==> config.mk <==
export PLATFORM = sky130hd
export DESIGN_NAME = iotdf_feeder
export DESIGN_NICKNAME = d
export VERILOG_FILES = /design/src/rtl/iotdf_feeder.sv
export SDC_FILE = /design/constraint.sdc
export NUM_CORES = 1
export LEC_CHECK = 0
export CAP_MARGIN = 20
export CORE_MARGIN = 10
export CORE_UTILIZATION = 50
export DETAILED_ROUTE_END_ITERATION = 10
export PLACE_DENSITY = 0.69
export SYNTH_ARGS = -nofsm -noshare
export SYNTH_HDL_FRONTEND = slang
export SYNTH_SLANG_ARGS = --single-unit
==> constraint.sdc <==
create_clock -name clk -period 9.7 [get_ports clk]
set_clock_uncertainty 0.15 [all_clocks]
set_input_delay 1.455 -clock clk [delete_from_list [all_inputs] [get_ports clk]]
set_output_delay 1.455 -clock clk [all_outputs]
set_load 0.01 [all_outputs]
==> src/rtl/iotdf_feeder.sv <==
// Byte-serializing feeder for the IoT data filter: a small word FIFO drained MSB-first, 16 bytes per word.
// Optional macro FEEDER_ROUND_EN: 8-word rounds, fn_sel latched at round start, round_done pulse.
module iotdf_feeder #(
  parameter int DEPTH = 4,
  parameter int AW    = 2
) (
  input  logic         clk,
  input  logic         rst,
  input  logic         wr_en,
  input  logic [127:0] wr_data,
  output logic         full,
  output logic         ovf,
  input  logic [2:0]   cfg_fn,
  input  logic         busy,
  output logic         in_en,
  output logic [7:0]   iot_in,
  output logic [2:0]   fn_sel,
  output logic         round_done,
  output logic         idle,
  output logic [1:0]   dbg_state
);

  // Handshakes: a push is accepted on an edge where wr_en && !full (a push while full is
  // dropped and sets ovf); a word is popped on an edge where the FSM is IDLE, the FIFO is
  // non-empty and busy is low; once popped, all 16 bytes go out with in_en high, no stalls.
  typedef enum logic [1:0] {
    S_IDLE = 2'd0,
    S_SEND = 2'd1,
    S_GAP  = 2'd2
  } state_e;

  localparam logic [AW:0]   FULL_CNT = (AW+1)'(DEPTH);
  localparam logic [AW:0]   CNT_ONE  = (AW+1)'(1);
  localparam logic [AW-1:0] PTR_ONE  = AW'(1);

  state_e        state_q;
  logic [127:0]  mem_q [DEPTH];
  logic [AW-1:0] wr_ptr_q;
  logic [AW-1:0] rd_ptr_q;
  logic [AW:0]   count_q;
  logic [AW:0]   count_d;
  logic [127:0]  shift_q;
  logic [3:0]    byte_cnt_q;
  logic          in_en_q;
  logic [2:0]    fn_sel_q;
  logic          ovf_q;
  logic          push;
  logic          pop;

  assign full  = (count_q == FULL_CNT);
  assign push  = wr_en && !full;
  assign pop   = (state_q == S_IDLE) && (count_q != '0) && !busy;

  always_comb begin
    count_d = count_q;
    if (push && !pop) begin
      count_d = count_q + CNT_ONE;
    end else if (!push && pop) begin
      count_d = count_q - CNT_ONE;
    end
  end

  // Storage carries no reset; clearing the pointers and count is what discards the contents.
  always_ff @(posedge clk) begin
    if (push) begin
      mem_q[wr_ptr_q] <= wr_data;
    end
  end

  always_ff @(posedge clk or posedge rst) begin
    if (rst) begin
      wr_ptr_q <= '0;
      rd_ptr_q <= '0;
      count_q  <= '0;
      ovf_q    <= 1'b0;
    end else begin
      if (push) begin
        wr_ptr_q <= wr_ptr_q + PTR_ONE;
      end
      if (pop) begin
        rd_ptr_q <= rd_ptr_q + PTR_ONE;
      end
      count_q <= count_d;
      if (wr_en && full) begin
        ovf_q <= 1'b1;
      end
    end
  end

`ifdef FEEDER_ROUND_EN
  logic [2:0] word_cnt_q;
  logic       wrap_q;
  logic       round_done_q;
`endif

  always_ff @(posedge clk or posedge rst) begin
    if (rst) begin
      state_q      <= S_IDLE;
      shift_q      <= '0;
      byte_cnt_q   <= '0;
      in_en_q      <= 1'b0;
      fn_sel_q     <= '0;
`ifdef FEEDER_ROUND_EN
      word_cnt_q   <= '0;
      wrap_q       <= 1'b0;
      round_done_q <= 1'b0;
`endif
    end else begin
      case (state_q)
        S_IDLE: begin
          if (pop) begin
            shift_q    <= mem_q[rd_ptr_q];
            byte_cnt_q <= '0;
            in_en_q    <= 1'b1;
            state_q    <= S_SEND;
`ifdef FEEDER_ROUND_EN
            word_cnt_q <= word_cnt_q + 3'd1;
            wrap_q     <= (word_cnt_q == 3'd7);
            if (word_cnt_q == 3'd0) begin
              fn_sel_q <= cfg_fn;
            end
`else
            fn_sel_q   <= cfg_fn;
`endif
          end
        end
        S_SEND: begin
          // busy is deliberately ignored here: the filter raises it during the last byte.
          shift_q    <= {shift_q[119:0], 8'h00};
          byte_cnt_q <= byte_cnt_q + 4'd1;
          if (byte_cnt_q == 4'd15) begin
            in_en_q <= 1'b0;
            state_q <= S_GAP;
`ifdef FEEDER_ROUND_EN
            round_done_q <= wrap_q;
`endif
          end
        end
        S_GAP: begin
          state_q <= S_IDLE;
`ifdef FEEDER_ROUND_EN
          round_done_q <= 1'b0;
`endif
        end
        default: begin
          state_q <= S_IDLE;
        end
      endcase
    end
  end

  assign in_en     = in_en_q;
  assign iot_in    = in_en_q ? shift_q[127:120] : 8'h00;
  assign fn_sel    = fn_sel_q;
  assign ovf       = ovf_q;
  assign idle      = (state_q == S_IDLE) && (count_q == '0);
  assign dbg_state = state_q;

`ifdef FEEDER_ROUND_EN
  assign round_done = round_done_q;
`else
  assign round_done = 1'b0;
`endif

endmodule

[Word level (Yosys, flattened, before mapping)]
Memories as Yosys holds them, arrays and structs flattened.
Index checks and enable logic that the tools add are counted.
Operators by class
  multiplexer cells: 15
  reductions and logical operators: 20
  eq/ne operators: 5
  $add $sub $neg: 5
Operator list (number)
  one-hot mux 128 bit (2 select lines): 1
  two-way mux 128 bit: 1
  two-way mux 8 bit: 1
  one-hot mux 4 bit (2 select lines): 1
  logical AND 1 bit: 7
  two-way mux 3 bit: 2
  AND reduction 2 bit: 3
  adder 2 x 1 -> 2 bit, second input constant: 2
  adder 4 x 1 -> 4 bit, second input constant: 1
  equality test 4 bit, second input constant: 1
  logical NOT 1 bit: 4
  two-way mux 1 bit: 4
  two-way mux 2 bit: 2
  two-way mux 4 bit: 1
  inequality test 2 bit, second input constant: 2
  one-hot mux 2 bit (2 select lines): 1
  nonzero test 2 bit: 2
  adder 3 x 1 -> 3 bit, second input constant: 1
  equality test 3 bit, second input constant: 1
  logical NOT 3 bit: 1
  AND reduction 3 bit: 1
  nonzero test 3 bit: 1
  subtractor 3 x 1 -> 3 bit, second input constant: 1
  equality test 2 x 1 -> 1 bit, second input constant: 1
  2 further kinds: 2
Storage, ports and cells
  bits of input ports: 135
  flip-flop bits (word level): 146
  word-level logic and storage cells: 55
  RAM bits: 512
  output and inout bits: 18
  memories: 1
Memories
  mem_q: words 4, width 128, rd ports 1, clocked after memory_dff 0, write ports 1, RTL line 37  | logic [127:0] mem_q [DEPTH];

[Depth between registers and ports, before layout]
  depth in word-level cells: 7
  depth in mapped cells: 11
  depth with buffers taken out: 9

[Worst setup path after synthesis]
OpenSTA, ideal clock, no wires.
  path kind: in2reg
  start: input wr_en
  end: memory mem_q[0][0], enable pin
  setup time: 0.502 ns
  arrival time: 4.814 ns
  stages: 2
  buffers on the path: 0
  required time: 9.048 ns
  path slack: 4.233 ns
  cells stage by stage: a21boi_1 -> and2_1
On the way
  cells in the longest elaborated chain, start to end: 3
Ends and longest elaborated chain
  start, declared: RTL line 9  | input logic wr_en,
  logical AND 1 bit: RTL line 51  | assign push = wr_en && !full;
  two-way mux 1 bit: RTL line 65  | if (push) begin
  two-way mux 1 bit (implied by the code): RTL line 66  | mem_q[wr_ptr_q] <= wr_data;
  end, declared: RTL line 37
No other way between the ends.

[Final worst setup path]
  start: input wr_en
  end: memory mem_q[3][103], enable pin
On the way
  cells in the longest elaborated chain, start to end: 3
Ends and longest elaborated chain
  logical AND 1 bit: RTL line 51
  net push: RTL line 47  | logic push;
  two-way mux 1 bit: RTL line 65
  two-way mux 1 bit (implied by the code): RTL line 66
The timed path passes the listed nets, and every way through them passes these cells.

==> reports/results.txt <==
The most repeated cell in the gate-level netlist after synthesis is sky130_fd_sc_hd__edfxtp_1. The logs give 0 for the residual overflow from global routing and 658 for the sink count of the clock tree. In this run the worst path has a maximum fanout of 48. The clock power share was 28.7%; the worst endpoint data arrival time was 4.58 ns. The half-perimeter wire length of the detailed placement result is 30.40 mm, and the die height is 243.6 um.

The final instance count without filler cells was 2078; the area fraction in and, or, nand and nor cells after synthesis was 3.344%. The synthesized area is 25000 um2. The flow ran to the end, and the final reports show no timing, DRC or antenna violations. After clock tree synthesis, the clock-pin slew on the worst setup and hold paths is 0.06 ns. The share of the synthesized area in the top cell type works out to 61.51%. After synthesis the netlist holds a flip-flop and latch count of 658. The fraction of power consumed by sequential logic was 46.9%. Most instantiated flip-flop cell in the synthesis netlist: sky130_fd_sc_hd__edfxtp_1. Sequential elements use 76.13% of the synthesized area. Based on the critical path, the design can be clocked at up to 0.2209 GHz. Setup repair after global routing left no endpoint under its margin. Per report_power, the combinational group accounts for 24.4% of the total. Dividing total power by cell area gives a power density of 301.9 nW/um2. For this block, the via count after detailed routing is 12462.

Subtracting the final worst setup slack from the clock period gives 4.527 ns. The total number of placement rows was 81. After clock tree synthesis, the setup repair step added 0 buffers. The run gives 0 as the number of pins with negative max-slew slack in the final report.

The mean cell area of the mapped netlist is 20.69 um2, and the synthesis-to-layout area growth is 17.15%. The run gives 59330 um2 as the die area. After filler insertion, the fill cell instance count of the layout stands at 3557.

After detailed routing, the number of remaining DRC violations is 0. Wires add up to 52.87 mm. Of the available clock period, the critical path in the final layout requires 46.67%. Before CTS, the worst setup slack after placement is 4.506 ns. Sorting the synthesized cells by how often they occur yields sky130_fd_sc_hd__edfxtp_1, sky130_fd_sc_hd__dfrtp_1, sky130_fd_sc_hd__mux4_2. The share of synthesized registers carrying an async set or reset was 22.19%.

STA classifies the critical path endpoint as a register. The transition time of the tightest slew-check pin came out at 1.091 ns. At the end of routability-driven placement, the weighted congestion stood at 0.7352. The minimum setup slack among reg-to-reg paths is 6.01 ns, and the TritonCTS buffer count is 68. The combinational family with the most area after synthesis was multiplexers. For the worst-skew pair, the clock arrives at the later sink with an insertion delay of 0.58 ns.

Setup violations remaining at the end of the flow were counted as 0. Measured along the x axis, the die boundary spans 243.6 um. The proportion of layout cells with a drive suffix above 1 came out at 18.47%. The deepest clock path buffer count came out at 3. The share of the synthesized area in compound gates (AO/OA/AOI/OAI) came out at 6.177%. The class of the most critical hold timing path was register to register. The placed instances occupy a cell area of 27090 um2. The xor and xnor area share after synthesis was 0.2102%. TritonCTS built the clock tree. Entering global routing, the biggest net connects 109 pins.

The tools report the number of unique standard cell types used by synthesis as 39. The tree is rooted in a sky130_fd_sc_hd__clkbuf_16. The first detailed-routing pass ran for 5 iterations. The remaining max-slew budget at the tightest pin is 27.28%, and the initial DRC count is 1100. The tools report the reported max-cap violation count as 0. The post-layout net count came out at 1503. Hold repair after CTS inserted 0 buffers. For this run, the total global-route usage over all layers was measured as 17.99%.

The number of ports placed on the die boundary came out at 153. After Yosys synthesis, full adders, half adders and majority gates account for 0.3804% of the synthesized area. The level count of the clock H-tree is 3. The analysis attributes to net switching a power of 2.486 mW.

The run gives 2 as the initial antenna violation count. The tools report the number of placed instances with taps included as 1955. IR analysis of the VDD net gives a maximum drop of 160.1 uV.

Internal power comes to 6.355 mW. Post-CTS repair changed the size of 0 cells. The switching part of the total power works out to 28.12%. The total nets after synthesis is 1350. The first global-routing pass estimated 82.14 mm of wire. Number of global-route vias before repair: 13032. Yosys printed 0 warnings. Multiplexer cells account for 11.85% of the synthesized area.

The mean routed wirelength per cell works out to 25.44 um. The cell count after synthesis was 1208; the number of buffer cells added on primary ports was 151. The count of flip-flops with a built-in enable after synthesis was 512; the core box area was 49150 um2. Once the floorplan was initialized, standard cells occupied 50.85% of the core. The worst endpoint required time was 9.75 ns. The via density per instance works out to 5.997. The leakage power of the design was 10.49 nW.

Sorting the synthesized cells by area gives the leading types as sky130_fd_sc_hd__edfxtp_1, sky130_fd_sc_hd__dfrtp_1, sky130_fd_sc_hd__mux4_2, sky130_fd_sc_hd__a221o_1, sky130_fd_sc_hd__and3_1. For the final routed database, the setup TNS stands at 0 ns. The count of nets left with antenna violations once routing finished came out at 0. The critical path is of the primary input to register type. Once routing completed, OpenROAD measured the worst setup slack at 5.173 ns.

The sort of element at the start of the critical path is a primary input. The cell area after layout is 29280 um2. The top cell type by total area after synthesis was sky130_fd_sc_hd__edfxtp_1. The final number of hold-violating endpoints is 0.
-- layout make-up --
class	count	area (um2)	share of cell area (%)
Sequential cell	658	19040	65.01
Multi-Input combinational cell	454	5529	18.88
Clock buffer	100	1977	6.751
Timing Repair Buffer	170	1654	5.649
Tap cell	664	830.8	2.837
Clock inverter	22	215.2	0.7349
Inverter	9	38.79	0.1325
Antenna cell	1	2.502	0.008546
-- layer usage --
metal / up-vias / share of wire (%) / track usage (%)
met4: 2 / 1.5 / 5.023
li1: 5373 / - / -
met3: 58 / 6.2 / 3.392
met1: 6629 / 43 / 25.44
met2: 400 / 49 / 28.34
met5: - / 0.017 / 0
-- worst paths after layout --
kind / start / endpoint / depth (start not counted)
max: wr_en / mem_q[3][103]$_DFFE_PP_ / 5
min reg2reg: ovf$_DFFE_PP0P_ / ovf$_DFFE_PP0P_ / 1
min: ovf$_DFFE_PP0P_ / ovf$_DFFE_PP0P_ / 1
min in group asynchronous: rst / shift_q[63]$_DFFE_PP0P_ / 2
max reg2reg: count_q[0]$_DFFE_PP0P_ / mem_q[3][103]$_DFFE_PP_ / 5
max in group asynchronous: rst / rd_ptr_q[0]$_DFFE_PP0P_ / 3
-- stage by stage --
step,utilization (%),power [mW],hold WS (ns)
floorplan,-,5.728,0.3234
global placement,55.11,6.345,0.2897
detailed placement,55.11,6.405,0.3045
CTS,59.57,8.954,0.3165
global route,59.57,9.290,0.3419
finish,59.57,8.840,0.3106
-- power by group through the flow --
| stage | combinational [mW] | clock (mW) | sequential [mW] |
|---|---|---|---|
| 5_1_grt | 2.35 | 2.72 | 4.22 |
| 2_1_floorplan | 1.68 | 0 | 4.05 |
| 4_1_cts | 2.21 | 2.59 | 4.16 |
| 3_3_place_gp | 2.17 | 0 | 4.17 |
| 3_5_place_dp | 2.20 | 0 | 4.20 |
| 6_report | 2.15 | 2.54 | 4.15 |
-- worst max-delay path, stage by stage --
cell and delay [ns]:
sky130_fd_sc_hd__clkdlybuf4s50_1 0.48, sky130_fd_sc_hd__a21boi_1 0.53, sky130_fd_sc_hd__and2_4 0.69, sky130_fd_sc_hd__buf_4 0.66, sky130_fd_sc_hd__buf_4 0.70
-- cells in the final DEF, fill, tap and decap left out, types with 2 or more instances in the layout --
master	n
sky130_fd_sc_hd__and2_1	10
sky130_fd_sc_hd__buf_4	19
sky130_fd_sc_hd__nand3_1	9
sky130_fd_sc_hd__clkdlybuf4s50_1	151
sky130_fd_sc_hd__and3_1	95
sky130_fd_sc_hd__clkbuf_8	7
sky130_fd_sc_hd__clkinv_1	7
sky130_fd_sc_hd__a221o_1	119
sky130_fd_sc_hd__xor2_1	2
sky130_fd_sc_hd__and2_4	5
sky130_fd_sc_hd__mux2_2	7
sky130_fd_sc_hd__edfxtp_1	512
sky130_fd_sc_hd__bufinv_16	4
sky130_fd_sc_hd__a22o_1	27
sky130_fd_sc_hd__mux4_2	128
sky130_fd_sc_hd__nor2_1	4
sky130_fd_sc_hd__clkinv_4	2
sky130_fd_sc_hd__inv_6	2
sky130_fd_sc_hd__o21ai_0	10
sky130_fd_sc_hd__clkinv_2	7
sky130_fd_sc_hd__a21oi_1	3
sky130_fd_sc_hd__dfrtp_4	2
sky130_fd_sc_hd__clkbuf_1	21
sky130_fd_sc_hd__dfrtp_1	144
sky130_fd_sc_hd__nand2_1	10
sky130_fd_sc_hd__ha_1	6
sky130_fd_sc_hd__inv_1	8
sky130_fd_sc_hd__xnor2_1	4
sky130_fd_sc_hd__clkbuf_16	72
-- state kept, by name, indices dropped and copies added (netlist names) --
name	count
rd_ptr_q	2
byte_cnt_q	4
mem_q	512
wr_ptr_q	2
ovf	1
count_q	3
shift_q	128
dbg_state	2
in_en	1
fn_sel	3
-- cells by family after synthesis --
logic type,after synthesis
flops,658
compound gates,165
simple gates,140
mux,135
buf+inv,96
fa+ha+maj,7
xor+xnor,6
other cells,1
Power figures use the tool's default switching activity.
